$ cat src/rtl/i2c_slave_pkg.sv
// Shared types and constants for the write-only I2C responder.
// FSM encoding, host register map and STATUS bit positions.
package i2c_slave_pkg;

   typedef enum logic [2:0] {
      S_IDLE,
      S_ADDR,
      S_ADDR_ACK,
      S_DATA,
      S_DATA_ACK,
      S_IGNORE
   } state_t;

   localparam logic [1:0] REG_OWN_ADDR = 2'b00;
   localparam logic [1:0] REG_RX_DATA  = 2'b01;
   localparam logic [1:0] REG_STATUS   = 2'b10;
   localparam logic [1:0] REG_CTRL     = 2'b11;

   localparam int STAT_RX_FULL  = 0;
   localparam int STAT_BUSY     = 1;
   localparam int STAT_OVERRUN  = 2;
   localparam int STAT_ADDR_HIT = 3;

endpackage

$ cat src/rtl/i2c_bus_sync.sv
// SCL/SDA synchronizers plus edge, START and STOP detection.
// Flops reset to 1 so a released (idle-high) bus never fakes an event.
module i2c_bus_sync #(
   parameter int SYNC_STAGES = 2
) (
   input  logic clk,
   input  logic rst,
   input  logic scl,
   input  logic sda,
   output logic sda_s,
   output logic scl_rise,
   output logic scl_fall,
   output logic start_det,
   output logic stop_det
);

   logic [SYNC_STAGES-1:0] scl_sync;
   logic [SYNC_STAGES-1:0] sda_sync;
   logic                   scl_prev;
   logic                   sda_prev;
   logic                   scl_s;

   always_ff @(posedge clk or posedge rst) begin
      if (rst) begin
         scl_sync <= '1;
         sda_sync <= '1;
         scl_prev <= 1'b1;
         sda_prev <= 1'b1;
      end else begin
         scl_sync <= {scl_sync[SYNC_STAGES-2:0], scl};
         sda_sync <= {sda_sync[SYNC_STAGES-2:0], sda};
         scl_prev <= scl_sync[SYNC_STAGES-1];
         sda_prev <= sda_sync[SYNC_STAGES-1];
      end
   end

   assign scl_s     = scl_sync[SYNC_STAGES-1];
   assign sda_s     = sda_sync[SYNC_STAGES-1];
   assign scl_rise  = scl_s & ~scl_prev;
   assign scl_fall  = ~scl_s & scl_prev;
   assign start_det = scl_s & scl_prev & sda_prev & ~sda_s;
   assign stop_det  = scl_s & scl_prev & ~sda_prev & sda_s;

endmodule

$ cat src/rtl/i2c_slave.sv
// Write-only I2C responder with a small host register bank.
// Accepted bytes land in rx_data; STATUS tracks hit/overrun/busy/full.
module i2c_slave
   import i2c_slave_pkg::*;
#(
   parameter logic [6:0] DEV_ADDR    = 7'h2A,
   parameter int         SYNC_STAGES = 2
) (
   input  logic       clk,
   input  logic       rst,
   input  logic       En,
   input  logic       RW,
   input  logic [1:0] ADDR,
   input  logic [7:0] DataIn,
   output logic [7:0] DataOut,
   input  logic       SCL,
   input  logic       iSDA,
   output logic       oSDA,
   output logic       rx_valid
);

   state_t     state_q;
   state_t     state_d;
   logic [2:0] cnt;
   logic [7:0] shreg;
   logic [7:0] byte_nxt;
   logic [7:0] rx_data;
   logic [6:0] own_addr;
   logic       ack_en;
   logic       ack_on;
   logic       rx_full;
   logic       overrun;
   logic       busy;
   logic       addr_hit;
   logic       sda_s;
   logic       scl_rise;
   logic       scl_fall;
   logic       start_det;
   logic       stop_det;
   logic       byte_done;
   logic       match;
   logic       accept;
   logic       rd_rx;
   logic       rd_st;

   i2c_bus_sync #(.SYNC_STAGES(SYNC_STAGES)) u_sync (
      .clk       (clk),
      .rst       (rst),
      .scl       (SCL),
      .sda       (iSDA),
      .sda_s     (sda_s),
      .scl_rise  (scl_rise),
      .scl_fall  (scl_fall),
      .start_det (start_det),
      .stop_det  (stop_det)
   );

   assign byte_nxt  = {shreg[6:0], sda_s};
   assign byte_done = scl_rise && (cnt == 3'd7) &&
                      (state_q == S_ADDR || state_q == S_DATA);
   assign match     = (byte_nxt[7:1] == own_addr) && !byte_nxt[0] && ack_en;
   assign accept    = byte_done && (state_q == S_DATA) && !start_det && !stop_det;
   assign rd_rx     = En && RW && (ADDR == REG_RX_DATA);
   assign rd_st     = En && RW && (ADDR == REG_STATUS);

   always_ff @(posedge clk or posedge rst) begin
      if (rst) state_q <= S_IDLE;
      else     state_q <= state_d;
   end

   always_comb begin
      state_d = state_q;
      if (start_det) begin
         state_d = S_ADDR;
      end else if (stop_det) begin
         state_d = S_IDLE;
      end else begin
         unique case (state_q)
            S_ADDR:     if (byte_done) state_d = match ? S_ADDR_ACK : S_IGNORE;
            S_DATA:     if (byte_done) state_d = S_DATA_ACK;
            S_ADDR_ACK,
            S_DATA_ACK: if (scl_fall && ack_on) state_d = S_DATA;
            default:    state_d = state_q;
         endcase
      end
   end

   // ack_on marks the 9th-bit window; the ack_en gate only applies to data
   always_comb begin
      oSDA = ack_on & ((state_q == S_ADDR_ACK) |
                       ((state_q == S_DATA_ACK) & ack_en));
   end

   always_ff @(posedge clk or posedge rst) begin
      if (rst) begin
         cnt      <= '0;
         shreg    <= '0;
         rx_data  <= '0;
         rx_valid <= 1'b0;
         ack_on   <= 1'b0;
         rx_full  <= 1'b0;
         overrun  <= 1'b0;
         busy     <= 1'b0;
         addr_hit <= 1'b0;
      end else begin
         rx_valid <= 1'b0;
         if (rd_rx) rx_full <= 1'b0;
         if (rd_st) overrun <= 1'b0;
         if (start_det) begin
            cnt      <= '0;
            ack_on   <= 1'b0;
            busy     <= 1'b1;
            addr_hit <= 1'b0;
         end else if (stop_det) begin
            cnt    <= '0;
            ack_on <= 1'b0;
            busy   <= 1'b0;
         end else begin
            unique case (state_q)
               S_ADDR, S_DATA: begin
                  if (scl_rise) begin
                     shreg <= byte_nxt;
                     cnt   <= cnt + 3'd1;
                  end
                  if (byte_done && state_q == S_ADDR && match) addr_hit <= 1'b1;
                  if (accept) begin
                     rx_data  <= byte_nxt;
                     rx_valid <= 1'b1;
                     rx_full  <= 1'b1;
                     if (rx_full) overrun <= 1'b1;
                  end
               end
               S_ADDR_ACK, S_DATA_ACK: if (scl_fall) ack_on <= ~ack_on;
               default: ;
            endcase
         end
      end
   end

   always_ff @(posedge clk or posedge rst) begin
      if (rst) begin
         own_addr <= DEV_ADDR;
         ack_en   <= 1'b1;
         DataOut  <= '0;
      end else if (En) begin
         if (RW) begin
            unique case (ADDR)
               REG_OWN_ADDR: DataOut <= {1'b0, own_addr};
               REG_RX_DATA:  DataOut <= rx_data;
               REG_STATUS:   DataOut <= {4'b0, addr_hit, overrun, busy, rx_full};
               REG_CTRL:     DataOut <= {7'b0, ack_en};
            endcase
         end else begin
            if (ADDR == REG_OWN_ADDR) own_addr <= DataIn[6:0];
            if (ADDR == REG_CTRL)     ack_en   <= DataIn[0];
         end
      end
   end

endmodule

$ cat config.mk
export PLATFORM = sky130hd
export DESIGN_NAME = i2c_slave
export DESIGN_NICKNAME = d
export VERILOG_FILES = /design/src/rtl/i2c_slave_pkg.sv /design/src/rtl/i2c_bus_sync.sv /design/src/rtl/i2c_slave.sv
export SDC_FILE = /design/constraint.sdc
export NUM_CORES = 1
export LEC_CHECK = 0
export ABC_AREA = 1
export CORE_MARGIN = 10
export CORE_UTILIZATION = 50
export DETAILED_ROUTE_END_ITERATION = 10
export HOLD_SLACK_MARGIN = 0.12
export MAX_ROUTING_LAYER = met4
export PLACE_DENSITY = 0.72
export SLEW_MARGIN = 10
export SYNTH_ARGS = -nofsm -noshare
export SYNTH_HDL_FRONTEND = slang
export SYNTH_SLANG_ARGS = --single-unit
export TNS_END_PERCENT = 1
$ cat constraint.sdc
create_clock -name clk -period 1.35 [get_ports clk]
set_input_delay 0.27 -clock clk [delete_from_list [all_inputs] [get_ports clk]]
set_output_delay 0.27 -clock clk [all_outputs]
set_load 0.005 [all_outputs]
# After elaboration in Yosys (flattened, before gate mapping)
# Cells that the tools add are included.
[classes]
n_addsub = 1
eq_ne = 13
mux = 37
n_bitwise = 18
reduce_logical = 37
[op_table]
columns = ["operator", "count"]
rows = [
  ["$pmux 8 s4", 1],
  ["$mux 3", 10],
  ["$mux 1", 25],
  ["$logic_and 1x1->1", 13],
  ["$ne 4x4->1 const B", 3],
  ["$reduce_and 4->1", 3],
  ["$reduce_bool 3->1", 4],
  ["$and 1x1->1", 9],
  ["$pmux 3 s3", 1],
  ["$reduce_and 3->1", 3],
  ["$not 1->1", 8],
  ["$eq 7x7->1", 1],
  ["$eq 3x2->1 const B", 2],
  ["$eq 3x3->1 const B", 2],
  ["$reduce_and 2->1", 3],
  ["$reduce_bool 2->1", 3],
  ["$reduce_bool 5->1", 1],
  ["$eq 2x2->1 const B", 2],
  ["$reduce_or 2->1", 2],
  ["$add 3x1->3 const B", 1],
  ["$eq 3x1->1 const B", 1],
  ["$logic_not 1->1", 3],
  ["$eq 2x1->1 const B", 1],
  ["$logic_not 2->1", 1],
  ["other kinds (3)", 3],
]
[word_totals]
ff_bits = 49
in_bits = 16
out_inout_bits = 10
wordCells = 123

# Logic depth before layout (Yosys ltp)
[depth]
ltp_word = 11
ltp_mapped = 11
mapped_depth_nobuf = 11

# Cells and area by module
# From an unflattened synthesis, not the netlist that was laid out.
[unflattened]
cells_unflattened = 273
area_unflattened_um2 = 2306.0
[modules_own_cells]
columns = ["module", "n_inst", "cells_per_inst", "area_each_um2", "seq_area_each_um2"]
rows = [
  ["i2c_slave", 1, 255, 2103.3, 1081.0],
  ["i2c_bus_sync", 1, 18, 202.7, 157.7],
]

# Worst setup path after synthesis
# OpenSTA, ideal clock, no wires.
[synth_timing]
kind = "register to register"
from = "reg cnt[0]"
to = "reg rx_full"
setup_time_ps = 142
arrival_ps = 1232
t_required_ps = 1208
slack_ps = -24
stages_incl_launch_ff = 8
n_path_buf = 1
synth_period_minus_slack_ps = 1374
path_cell_list = "dfrtp_1 -> ha_1 -> ha_1 -> nand2_4 -> nor2_4 -> inv_2 -> buf_6 -> o21ai_0"
[synth_between]
elab_chain_len = 10
[synth_rtl]
columns = ["item", "line_no", "source"]
rows = [
  ["from (decl)", "i2c_slave.sv:24", "logic [2:0] cnt;"],
  ["from (signal assigned)", "i2c_slave.sv:123", "cnt <= cnt + 3'd1;"],
  ["$eq 3x3->1", "i2c_slave.sv:59", "assign byte_done = scl_rise && (cnt == 3'd7) &&"],
  ["$logic_and 1x1->1 (2 in a row)", "i2c_slave.sv:59", ""],
  ["$logic_and 1x1->1 (3 in a row)", "i2c_slave.sv:62", "assign accept = byte_done && (state_q == S_DATA) && !start_det && !stop_det;"],
  ["$mux 1", "i2c_slave.sv:126", "if (accept) begin"],
  ["$mux 1", "i2c_slave.sv:119", "unique case (state_q)"],
  ["$mux 1", "i2c_slave.sv:114", "end else if (stop_det) begin"],
  ["$mux 1", "i2c_slave.sv:109", "if (start_det) begin"],
  ["to (signal assigned)", "i2c_slave.sv:101", "rx_full <= 1'b0;"],
  ["to (signal assigned)", "i2c_slave.sv:107", "if (rd_rx) rx_full <= 1'b0;"],
  ["to (signal assigned)", "i2c_slave.sv:129", "rx_full <= 1'b1;"],
  ["to (decl)", "i2c_slave.sv:31", "logic rx_full;"],
]
# No other way between the ends.
# A chain may end at the register's enable or synchronous reset.

# Final worst setup path
[layout_timing]
from = "reg ack_en"
to = "out oSDA"
[layout_between]
elab_chain_len = 3
[layout_rtl]
columns = ["item", "line_no", "source"]
rows = [
  ["from (decl)", "i2c_slave.sv:29", "logic ack_en;"],
  ["from (signal assigned)", "i2c_slave.sv:155", "if (ADDR == REG_CTRL) ack_en <= DataIn[0];"],
  ["$and 1x1->1", "i2c_slave.sv:91", "((state_q == S_DATA_ACK) & ack_en));"],
  ["$or 1x1->1", "i2c_slave.sv:90", "oSDA = ack_on & ((state_q == S_ADDR_ACK) |"],
  ["$and 1x1->1", "i2c_slave.sv:90", ""],
  ["to (decl)", "i2c_slave.sv:18", "output logic oSDA,"],
]
# No other way between the ends.

==> impl_metrics.tcl <==
set metrics [dict create \
    nFillCells 358 \
    synth.distinct_cells 26 \
    grt_max_degree 50 \
    worstSetupPathType "flip-flop to output port" \
    multiInputGateArea_sq_um 881 \
    clock_latency_ns 0.30 \
    ctsHtreeMaxLevel 2 \
    r2r_end "state_q[2]" \
    cts_made_buffers 5 \
    wire_per_inst_um 12.1 \
    vias 1840 \
    drc_errors 0 \
    grt_overflow 0 \
    cts.clk_slew.worst_paths_ns 0.08 \
    hold_end "ack_en" \
    dr.pass1.iters 4 \
    crit_chain "nand4_1 -> a21oi_1 -> buf_2" \
    crit_arrival_ns 1.20 \
    leakage_uw 0.00153 \
    hold_depth 3 \
    register_area_sq_mm 0.00124 \
    critPathSlowestCell "dfstp_2" \
    cp-end-kind "output port" \
    worstHoldStart "ADDR[0]" \
    final_area_sq_mm 0.00300 \
    fin_skew_ns 0.0115 \
    die_w_um 87.3 \
    diodes 0 \
    cts.path.max_buffers 2 \
    drv_slew 0 \
    synth.area.top_cells "dfrtp_1 (43%), nand2_1 (12%), dfstp_2 (12%)" \
    synth_area_sq_mm 0.00226 \
    grt_antenna_before_repair 0 \
    cp_max_fo 2 \
    reg2reg_from "ack_en" \
    setup_viol 12 \
    cts_sinks 49 \
    reg2regPathDepth 10 \
    hold_violations 0 \
    core_area_sq_mm 0.00435 \
    drt_wl_total_um 4610 \
    syn2layout_area_growth_pct 32.6 \
    slew_headroom 0.825 \
    clockRootBuffer "clkbuf_8" \
    synth-seq-cells 49 \
    outcome "finished with violations" \
    failed_checks "setup timing" \
    num_io_pins 26 \
    cts_tree "yes" \
    gp_congestion 0.868 \
    min_path_type "input pin to flip-flop" \
    maxCapViolations 0 \
    viasPerCell 4.82 \
    syn_nets 283 \
    critPathTopFamily "flip-flops" \
    rsz0062_at_grt "true" \
    utilization 0.689 \
    r2r_slack_ns -0.08 \
    ant_nets 0 \
    hpwl_um 3580 \
    cp-start-kind "flip-flop" \
    ctsHoldBuffers 0 \
    critical_path_buf_inv_count 1 \
    first_iter_violations 114 \
    portBuffers 24 \
    grt_util_all_layers 0.133 \
    min_period_over_period 1.09 \
    grt_pass1_vias 1830 \
    seq_area_frac_synth 0.548 \
    postCtsSetupBuffers 0 \
    dieArea_sq_mm 0.00762 \
    yosysWarnings 0 \
    final_cell_mix "nand2_1 (69), dfrtp_1 (39), inv_1 (39)" \
    worst_slack_ns -0.117 \
    cp_slowest_stage_delay_ns 0.55 \
    dieHeight_um 87.3 \
    dpl-instance-area_sq_mm 0.00287 \
    synth.avg_cell_area_sq_um 8.54 \
    p_per_area_mw_per_mm2 1200 \
    syn_inst 265 \
    grt_pass1_wl_um 8050 \
    nNetsFinal 347 \
    ir_drop_uv 774 \
    critical_path_required_ns 1.08 \
    yosys.area.top_type "dfrtp_1" \
    synth_top_cell_area_share 0.431 \
    max_freq_mhz 682 \
    layout_commonest_cell "nand2_1" \
    initial_core_util 0.520 \
    fin_crit_ns 1.47 \
    rows 24 \
    tightest_slew_ns 0.261 \
    drive_gt1_frac 0.270 \
]
## metrics by stage
step	setup slack (ns)	TNS [ns]	std cells	power [uW]	hold slack [ns]
finish	-0.117	-0.399	382	3610	0.348
global route	-0.188	-2.04	382	3890	0.362
CTS	-0.140	-0.539	382	3650	0.356
detailed placement	-0.202	-3.17	374	2830	0.348
global placement	-0.220	-2.92	374	2800	0.345
floorplan	-0.0237	-0.0237	265	2420	0.274
## kinds of logic (layout without fill, tap and decap cells)
| family | Yosys count | after routing | share of synthesized area |
|---|---|---|---|
| buf+inv | 48 | 113 | 0.0841 |
| compound gates | 46 | 46 | 0.129 |
| simple gates | 119 | 119 | 0.225 |
| flops | 49 | 49 | 0.548 |
| xor+xnor | 1 | 1 | 0.00387 |
| fa+ha+maj | 2 | 2 | 0.0111 |
## how the worst max path moves through the flow
stage / start / end / depth (start not counted)
final: ack_en / oSDA / 3
after detailed placement: ack_en / oSDA / 3
after CTS: ack_en / oSDA / 3
after global placement: ack_en / oSDA / 3
after floorplan: cnt[0] / rx_full / 7
after global routing: ack_en / oSDA / 3
## area by class of cell
cell class / instances / share of cell area
clock buffer: 6 / 0.0242
clock inverter: 2 / 0.00334
inverter: 44 / 0.0571
multi-input combinational: 168 / 0.294
sequential: 49 / 0.413
tap: 52 / 0.0217
timing repair buffer: 61 / 0.187
## worst register-to-register path: cells and delay by family, from the launching register on
kind          cells  cell delay (ns)
buf+inv           1             0.11
simple gates      9             0.66
flops             1             0.55
## where the power goes
group          switching [uW]  total [uW]  internal (uW)
combinational             491         928            437
sequential                156        1880           1730
clock                     446         805            359
total                    1090        3610           2520
## per-layer routing
metal | global-route usage | wire length [um] | up-vias
met5 | - | 0 | -
li1 | - | - | 958
met2 | 0.201 | 2100 | 33
met1 | 0.173 | 2260 | 843
met4 | 0.0449 | 57 | 0
met3 | 0.0290 | 195 | 6
## registers in the layout (all words and copies together), names as in the netlist
signal / flops
rx_valid: 1
rx_full: 1
ack_en: 1
state_q: 3
busy: 1
u_sync.sda_sync: 2
addr_hit: 1
u_sync.scl_prev: 1
own_addr: 7
shreg: 7
DataOut: 8
cnt: 3
ack_on: 1
u_sync.sda_prev: 1
rx_data: 8
u_sync.scl_sync: 2
overrun: 1
## synthesized netlist by cell type
master     number
a21oi_1        15
a221oi_1        1
a22o_1          3
a31oi_1         1
buf_2           2
buf_6           1
clkbuf_1        1
dfrtp_1        39
dfstp_2        10
ha_1            2
inv_1          41
inv_2           3
nand2_1        75
nand2_2         1
nand2_4         2
nand3_1        10
nand4_1         2
nor2_1         25
nor2_4          1
nor2_8          1
nor3_1          2
o2111ai_1       1
o211ai_1        3
o21ai_0        13
o21ai_2         9
xnor2_1         1
## what timing repair did
item,CTS,global route
gates resized for setup,27,11
endpoints found under the setup margin,28,29
pin swaps,3,5
No activity file was read; power rests on OpenSTA's default activity.
